File: src/rtl/uart_pkg.sv
// Shared UART definitions: frame geometry and the tx/rx FSM state encodings.
package uart_pkg;

    localparam int unsigned DATA_BITS  = 8;
    localparam int unsigned OVERSAMPLE = 16;

    typedef enum logic [1:0] {
        TxIdle,
        TxStart,
        TxData,
        TxStop
    } tx_state_e;

    typedef enum logic [1:0] {
        RxIdle,
        RxStart,
        RxData,
        RxStop
    } rx_state_e;

endpackage

File: src/rtl/uart_tx_baud.sv
// Bit-time generator: tick divider followed by an oversample counter; bit_end_o marks the
// last tick of each bit. Both counters are held at zero while clr_i is set.
module uart_tx_baud #(
    parameter int unsigned Oversample = uart_pkg::OVERSAMPLE
) (
    input  logic        clk,
    input  logic        rst_n,
    input  logic        clr_i,
    input  logic [15:0] div_i,
    output logic        bit_end_o
);

    localparam int unsigned CntW = $clog2(Oversample);

    logic [15:0]     tick_cnt_q, tick_cnt_d;
    logic [CntW-1:0] bit_cnt_q, bit_cnt_d;
    logic            tick;
    logic            last_tick;

    assign tick      = !clr_i && (tick_cnt_q == div_i);
    assign last_tick = (bit_cnt_q == CntW'(Oversample - 1));
    assign bit_end_o = tick && last_tick;

    always_comb begin
        tick_cnt_d = tick_cnt_q + 16'd1;
        bit_cnt_d  = bit_cnt_q;
        if (clr_i || tick) begin
            tick_cnt_d = '0;
        end
        if (clr_i) begin
            bit_cnt_d = '0;
        end else if (tick) begin
            bit_cnt_d = last_tick ? '0 : bit_cnt_q + CntW'(1);
        end
    end

    always_ff @(posedge clk or negedge rst_n) begin
        if (!rst_n) begin
            tick_cnt_q <= '0;
            bit_cnt_q  <= '0;
        end else begin
            tick_cnt_q <= tick_cnt_d;
            bit_cnt_q  <= bit_cnt_d;
        end
    end

endmodule

File: src/rtl/uart_tx.sv
// UART transmitter: one-entry holding buffer feeding a start/data/stop serialiser with a
// registered, glitch-free line output.
module uart_tx
    import uart_pkg::*;
#(
    parameter int unsigned Oversample = OVERSAMPLE
) (
    input  logic        clk,
    input  logic        rst_n,
    input  logic [15:0] cfg_div,
    input  logic        cfg_txen,
    input  logic        cfg_nstop,
    input  logic        tx_valid,
    output logic        tx_ready,
    input  logic [7:0]  tx_data,
    output logic        tx_busy,
    output logic        uart_txd
);

    localparam int unsigned DcntW = $clog2(DATA_BITS);

    tx_state_e            state_q, state_d;
    logic [DATA_BITS-1:0] shift_q, shift_d;
    logic [DATA_BITS-1:0] hold_data_q, hold_data_d;
    logic                 hold_vld_q, hold_vld_d;
    logic [DcntW-1:0]     data_cnt_q, data_cnt_d;
    logic                 stop_cnt_q, stop_cnt_d;
    logic                 txd_q, txd_d;
    logic                 hold_clr;
    logic                 accept;
    logic                 bit_end;

    uart_tx_baud #(
        .Oversample (Oversample)
    ) u_baud (
        .clk       (clk),
        .rst_n     (rst_n),
        .clr_i     (state_q == TxIdle),
        .div_i     (cfg_div),
        .bit_end_o (bit_end)
    );

    assign tx_ready = !hold_vld_q;
    assign tx_busy  = (state_q != TxIdle) || hold_vld_q;
    assign uart_txd = txd_q;
    assign accept   = tx_valid && tx_ready;

    // accept only happens with an empty buffer, so it can never collide with a load
    always_comb begin
        hold_data_d = hold_data_q;
        hold_vld_d  = hold_vld_q;
        if (accept) begin
            hold_data_d = tx_data;
            hold_vld_d  = 1'b1;
        end else if (hold_clr) begin
            hold_vld_d  = 1'b0;
        end
    end

    always_comb begin
        state_d    = state_q;
        shift_d    = shift_q;
        data_cnt_d = data_cnt_q;
        stop_cnt_d = stop_cnt_q;
        hold_clr   = 1'b0;
        unique case (state_q)
            TxIdle: begin
                if (hold_vld_q && cfg_txen) begin
                    shift_d  = hold_data_q;
                    hold_clr = 1'b1;
                    state_d  = TxStart;
                end
            end
            TxStart: begin
                if (bit_end) begin
                    data_cnt_d = '0;
                    state_d    = TxData;
                end
            end
            TxData: begin
                if (bit_end) begin
                    shift_d    = {1'b0, shift_q[DATA_BITS-1:1]};
                    data_cnt_d = data_cnt_q + DcntW'(1);
                    if (data_cnt_q == DcntW'(DATA_BITS - 1)) begin
                        stop_cnt_d = 1'b0;
                        state_d    = TxStop;
                    end
                end
            end
            TxStop: begin
                if (bit_end) begin
                    if (stop_cnt_q == cfg_nstop) begin
                        // chain straight into the next frame when a byte is waiting
                        if (hold_vld_q && cfg_txen) begin
                            shift_d  = hold_data_q;
                            hold_clr = 1'b1;
                            state_d  = TxStart;
                        end else begin
                            state_d  = TxIdle;
                        end
                    end else begin
                        stop_cnt_d = 1'b1;
                    end
                end
            end
            default: state_d = TxIdle;
        endcase

        unique case (state_d)
            TxStart: txd_d = 1'b0;
            TxData:  txd_d = shift_d[0];
            default: txd_d = 1'b1;
        endcase
    end

    always_ff @(posedge clk or negedge rst_n) begin
        if (!rst_n) begin
            state_q     <= TxIdle;
            shift_q     <= '0;
            hold_data_q <= '0;
            hold_vld_q  <= 1'b0;
            data_cnt_q  <= '0;
            stop_cnt_q  <= 1'b0;
            txd_q       <= 1'b1;
        end else begin
            state_q     <= state_d;
            shift_q     <= shift_d;
            hold_data_q <= hold_data_d;
            hold_vld_q  <= hold_vld_d;
            data_cnt_q  <= data_cnt_d;
            stop_cnt_q  <= stop_cnt_d;
            txd_q       <= txd_d;
        end
    end

endmodule

File: config.mk
export PLATFORM = sky130hd
export DESIGN_NAME = uart_tx
export DESIGN_NICKNAME = d
export VERILOG_FILES = /design/src/rtl/uart_pkg.sv /design/src/rtl/uart_tx_baud.sv /design/src/rtl/uart_tx.sv
export SDC_FILE = /design/constraint.sdc
export NUM_CORES = 1
export LEC_CHECK = 0
export BUFFER_PORTS_ARGS = -buffer_cell sky130_fd_sc_hd__buf_4
export CORE_ASPECT_RATIO = 1.4
export CORE_UTILIZATION = 45
export CTS_CLUSTER_DIAMETER = 150
export DETAILED_ROUTE_END_ITERATION = 10
export PLACE_DENSITY_LB_ADDON = 0.3
export SKIP_LAST_GASP = 1
export SLEW_MARGIN = 20
export SYNTH_ARGS = -nofsm -noshare
export SYNTH_HDL_FRONTEND = slang
export SYNTH_SLANG_ARGS = --single-unit
File: constraint.sdc
create_clock -name clk -period 3.1 [get_ports clk]
set_input_delay 0.465 -clock clk [delete_from_list [all_inputs] [get_ports clk]]
set_output_delay 0.465 -clock clk [all_outputs]
set_load 0.05 [all_outputs]
==> results of run 1 <==
how the worst max path moves through the flow:
stage	cells after the start	slack, ps	end
after global routing	7	290	shift_q[2]$_DFFE_PN0P_
after detailed placement	9	510	shift_q[2]$_DFFE_PN0P_
after CTS	7	520	shift_q[2]$_DFFE_PN0P_
after global placement	9	550	shift_q[4]$_DFFE_PN0P_
after floorplan	9	890	uart_txd$_DFF_PN1_
final	7	530	shift_q[2]$_DFFE_PN0P_
cell type report:
cell class	count	area, um^2	area share
Timing Repair Buffer	33	248	0.0875
Clock buffer	7	86.3	0.0305
Sequential cell	44	1100	0.389
Inverter	9	33.8	0.0119
Multi-Input combinational cell	171	1270	0.449
Tap cell	66	82.6	0.0292
Clock inverter	1	7.51	0.00265
power by group through the flow:
stage / clock [mW] / combinational [mW] / sequential (mW)
5_1_grt: 0.412 / 0.140 / 0.655
6_report: 0.371 / 0.125 / 0.649
4_1_cts: 0.384 / 0.128 / 0.649
2_1_floorplan: 0 / 0.0738 / 0.650
3_5_place_dp: 0 / 0.129 / 0.659
3_3_place_gp: 0 / 0.126 / 0.660
sequential cells by signal (all words and copies together) (netlist names):
signal and cells:
u_baud.tick_cnt_q 16, shift_q 8, data_cnt_q 3, hold_vld_q 1, stop_cnt_q 1, uart_txd 1, hold_data_q 8, state_q 2
u_baud.bit_cnt_q 4
critical path: stages, from the launching register on:
cell	delay [ps]
dfrtp_1	420
inv_1	130
ha_1	370
nor2_1	390
nand2_1	210
a221oi_4	530
o21ai_4	160
a22o_1	260
through the flow:
stage,cell area (um^2),hold WS (ps),utilization
final,2830,157,0.545
after global routing,2830,203,0.545
after CTS,2830,185,0.545
after detailed placement,2740,492,0.527
after global placement,2740,484,0.527
after floorplan,2450,169,-
per-layer routing:
metal / GRT usage / up-vias
met4: 0.0525 / 0
met5: 0 / -
met1: 0.236 / 836
met2: 0.307 / 28
met3: 0.0293 / 5
li1: - / 884
cells by family after synthesis:
| family | Yosys count |
|---|---|
| AOI/OAI and AO/OA | 46 |
| xor gates and xnor gates | 32 |
| adders and majority gates | 10 |
| buffers and inverters | 18 |
| DFF | 44 |
| muxes | 13 |
| and+or+nand+nor | 70 |
cells in the mapped netlist, drive strengths merged, types with 2 or more instances:
master	n
xnor2	23
buf	2
nor3	3
mux2i	3
nor2	26
and2	2
a21oi	6
a21o	2
dfrtp	43
ha	10
nand2	13
xor2	9
clkbuf	7
o21ai	8
a22o	14
inv	9
mux2	10
nand4	7
nor2b	2
nand3	10
==> metrics.txt, run 1 <==
Clk pwr share 0.324; area growth from synthesis to final layout 15.5%; met2 wire length 2280 um; H-tree levels 2; CP Class reg -> reg; WP data required 3280 ps; fmax 389 MHz; mapped cell area 2450 um^2; DIE WIDTH between 60 and 70 um; max-slew violation count 0; PD cells 404 nW/um^2; combinational family with the most area after synthesis compound AO/OA/AOI/OAI gates; CTS clk-pin slew, worst paths 90 ps; Area contributors post-synth dfrtp_1, xnor2_1, ha_1; FF-to-FF Start state_q[0]$_DFF_PN0_; routability cong. around 0.87; CTS buffer count 5; Initial DRC Count 60; Seq/Total Area, Yosys 0.449; Antenna Violating Nets Remaining 0; nets 303; number of global-route vias before repair ~1.7k; RSZ-0062 raised after global routing no; Die H roughly 89 um; LEAKAGE about 1.3 nW; min Tclk post-route roughly 2600 ps; Detail Placement HPWL 3370 um; post-synthesis mux area share 0.0582; post-route insts no fill approximately 330; max_cap viols 0; reg2reg path depth 7; clock buffer depth 2; setup repair bufs after CTS 0; Die Area 5750 um^2; post-synthesis simple-gate area fraction 0.143; TritonCTS sink count 44; DR top layer met4; DRC 0; Clk Latency, worst-skew pair 290 ps; drt wl/cell between 10 and 15 um; crit path DAT 2750 ps; switching share of power 0.247; commonest non-fill, non-tap cell in the layout dfrtp_1; warnings from Yosys 0; Remaining Overflow, GRT 0; largest net degree at the start of global routing 45; worst hold path type in -> async; sw power 283 uW; vias between 1.5k and 2k; root buf cell clkbuf_8; Adder-Cell Fraction of Synth Area 0.0510; Rows 31; # IOs 32; final setup TNS 0 ps; commonest cells after routing, fill and taps aside dfrtp_1, buf_4, nor2_1; Sequential Power Share 0.567; Layout Skew 7.71 ps; post-CTS sizing 0; DRT Pass-1 Iters 4; Post-synth ARST share 1.00; Yosys top cell area share 0.439; pre-CTS setup slack 510 ps; top_reg_cell synth dfrtp_1; Crit. End Element register; outcome completed; met3 WL 128 um; post-synthesis xor/xnor area fraction 0.114; diodes inserted 0; Filler cells 508; Tot Pwr 1.14 mW; Syn Area/Cell roughly 11 um^2; CTS tree yes; final cycle utilization of the critical path 0.829; drt via density 5.30; core footprint about 5200 um^2; Post-Synthesis Cells 233; count of state elements after synthesis 44; Critical Path Start state_q[0]$_DFF_PN0_; final hold violation count 0; Post-Syn Nets 272; Worst R2R Setup Slack 530 ps; slew margin rel. 0.536; Tot GR Track Use 0.180; Starting Density 0.472; Setup Viol. Count Final 0; hold buffers post-CTS 0; IO buf count 31; Synth Area in Compound Gates 0.152; Worst VDD drop 0.376 mV; R2R Path End shift_q[2]$_DFFE_PN0P_; Final WS setup 531 ps; Int Pwr 862 uW; Worst-Margin Slew 695 ps; Netlist cell types 49; Synth area leader dfrtp_1; first-pass GRT wire length 7950 um; startpoint types register; Post-synth EDFFs 0; logic gate share of total power 0.109; M1 wire length roughly 2200 um; Crit Path Max Fanout 11; initial antenna violation count 0; placed cell count roughly 320; total wire length about 4600 um; share of cells above drive strength 1 0.215
No activity file was read; power rests on OpenSTA's default activity.
==> run 2, diff against run 1 <==
clock period = 2.4 ns   (was 3.1 ns; I/O delays follow)
==> metrics.txt, run 2 (synthesis results as in run 1) <==
Crit Path Max Fanout 6 (-5); final cycle utilization of the critical path 0.919 (+0.0906); drt wl/cell 14.1 um (+1.2%); met2 wire length 2470 um (+8.3%); H-tree levels 2 (unchanged); Tot Pwr 1.56 mW (+36%); sw power 361 uW (+28%); fmax 453 MHz (+16%); CP Class reg -> reg; area growth from synthesis to final layout 19.6%; # IOs 32 (unchanged); Die H 89.3 um (unchanged); Remaining Overflow, GRT 0 (unchanged); DR top layer met4; Setup Viol. Count Final 0 (unchanged); number of global-route vias before repair 1873 (+9.8%); LEAKAGE 1.35 nW (+5.7%); first-pass GRT wire length 8470 um (+6.5%); IO buf count 31 (unchanged); crit path DAT 2410 ps (-340 ps); min Tclk post-route 2210 ps (-363 ps); total wire length 4850 um (+4.9%); max_cap viols 0 (unchanged); diodes inserted 0 (unchanged); share of cells above drive strength 1 0.245 (+0.0304); TritonCTS sink count 44 (unchanged); Regs by FF count u_baud.tick_cnt_q: 16 flops, hold_data_q: 8 flops, shift_q: 8 flops; PD cells 531 nW/um^2 (+31%); final setup TNS 0 ps (unchanged); number of flip-flops in the largest register 16 (unchanged); met3 WL 170 um (+33%); largest net degree at the start of global routing 45 (unchanged); RSZ-0062 raised after global routing no; setup repair bufs after CTS 0 (unchanged); pre-CTS setup slack 33.4 ps (-477 ps); post-CTS sizing 0 (unchanged); Initial DRC Count 90 (+50%); Worst-Margin Slew 699 ps (+3.93 ps); CTS clk-pin slew, worst paths 70 ps (-20 ps); Int Pwr 1.20 mW (+39%); DIE WIDTH 64.4 um (unchanged); Detail Placement HPWL 3620 um (+7.3%); Die Area 5750 um^2 (unchanged); WP data required 2600 ps (-680 ps); routability cong. 0.850 (-2.0%); Rows 31 (unchanged); worst hold path type in -> async; Tot GR Track Use 0.193 (+0.0130); drt via density 5.41 (+2.1%); Antenna Violating Nets Remaining 0 (unchanged); Layout Skew 11.4 ps (+3.64 ps); final instance area 2930 um^2 (+3.6%); startpoint types register; Worst VDD drop 0.360 mV (-4.2%); Crit. End Element register; final hold violation count 0 (unchanged); root buf cell clkbuf_8; max-slew violation count 0 (unchanged); nets 315 (+4.0%); slew margin rel. 0.533 (-0.00262); logic gate share of total power 0.110 (about the same); Final WS setup 194 ps (-337 ps); vias 1855 (+5.8%); Placement Cell Area 2810 um^2 (+2.7%); fin util 0.565 (+0.0197); DRC 0 (unchanged); CTS buffer count 5 (unchanged); commonest cells after routing, fill and taps aside buf_4, dfrtp_1, nor2_1; DRT Pass-1 Iters 4 (unchanged); commonest non-fill, non-tap cell in the layout buf_4; initial antenna violation count 0 (unchanged); largest reg by FF count u_baud.tick_cnt_q; CTS tree yes; Clk Latency, worst-skew pair 290 ps (about the same); hold buffers post-CTS 0 (unchanged); Starting Density 0.472 (unchanged); clock buffer depth 2 (unchanged); Clk pwr share 0.352 (+0.028); outcome completed; core footprint 5200 um^2 (unchanged); switching share of power 0.232 (-0.0151); Sequential Power Share 0.538 (-0.029); M1 wire length 2130 um (-1.8%)
==> run 2: area by class of cell <==
cell class	instances	area, um^2
clock buffer	7	76.3
clock inverter	1	30.0
fill	479	2260
inverter	9	33.8
multi-input combinational	171	1270
sequential	44	1100
tap	66	82.6
timing repair buffer	45	338
==> run 2: worst paths after layout <==
path	from	end	slack, ps	cells past startpoint
max	state_q[1]$_DFF_PN0_	uart_txd$_DFF_PN1_	190	9
min	rst_n	u_baud.bit_cnt_q[3]$_DFFE_PN0N_	60	1
max reg2reg	state_q[1]$_DFF_PN0_	uart_txd$_DFF_PN1_	190	9
min reg2reg	data_cnt_q[2]$_DFFE_PN0P_	data_cnt_q[2]$_DFFE_PN0P_	510	1
max in group asynchronous	rst_n	shift_q[7]$_DFFE_PN0P_	1970	1
min in group clk	tx_data[0]	hold_data_q[0]$_DFFE_PN0P_	290	2
==> run 2: power groups by stage <==
| stage | logic [mW] | clock network, mW | registers, mW |
|---|---|---|---|
| after global placement | 0.171 | 0 | 0.847 |
| after detailed placement | 0.176 | 0 | 0.848 |
| after global routing | 0.190 | 0.597 | 0.843 |
| final | 0.171 | 0.548 | 0.837 |
| after CTS | 0.175 | 0.565 | 0.836 |
| after floorplan | 0.0953 | 0 | 0.839 |
==> run 2: critical path, stage by stage (launching register included) <==
cell      delay (ps)
dfrtp_1          420
inv_1            150
ha_1             350
and4b_1          270
a21o_1           150
a21oi_1          150
a21oi_1           60
a41o_1           240
a211oi_1         210
mux2i_1          120
==> run 2: metrics by stage <==
stage | std cells | hold WS (ps)
2_1_floorplan | 233 | 64.4
3_3_place_gp | 333 | 394
3_5_place_dp | 333 | 392
4_1_cts | 341 | 70.0
5_1_grt | 343 | 99.2
6_report | 343 | 56.9
==> run 2: per-layer routing <==
layer	vias up	GRT usage
li1	909	-
met3	7	0.0293
met5	-	0
met4	0	0.0909
met1	901	0.231
met2	38	0.340
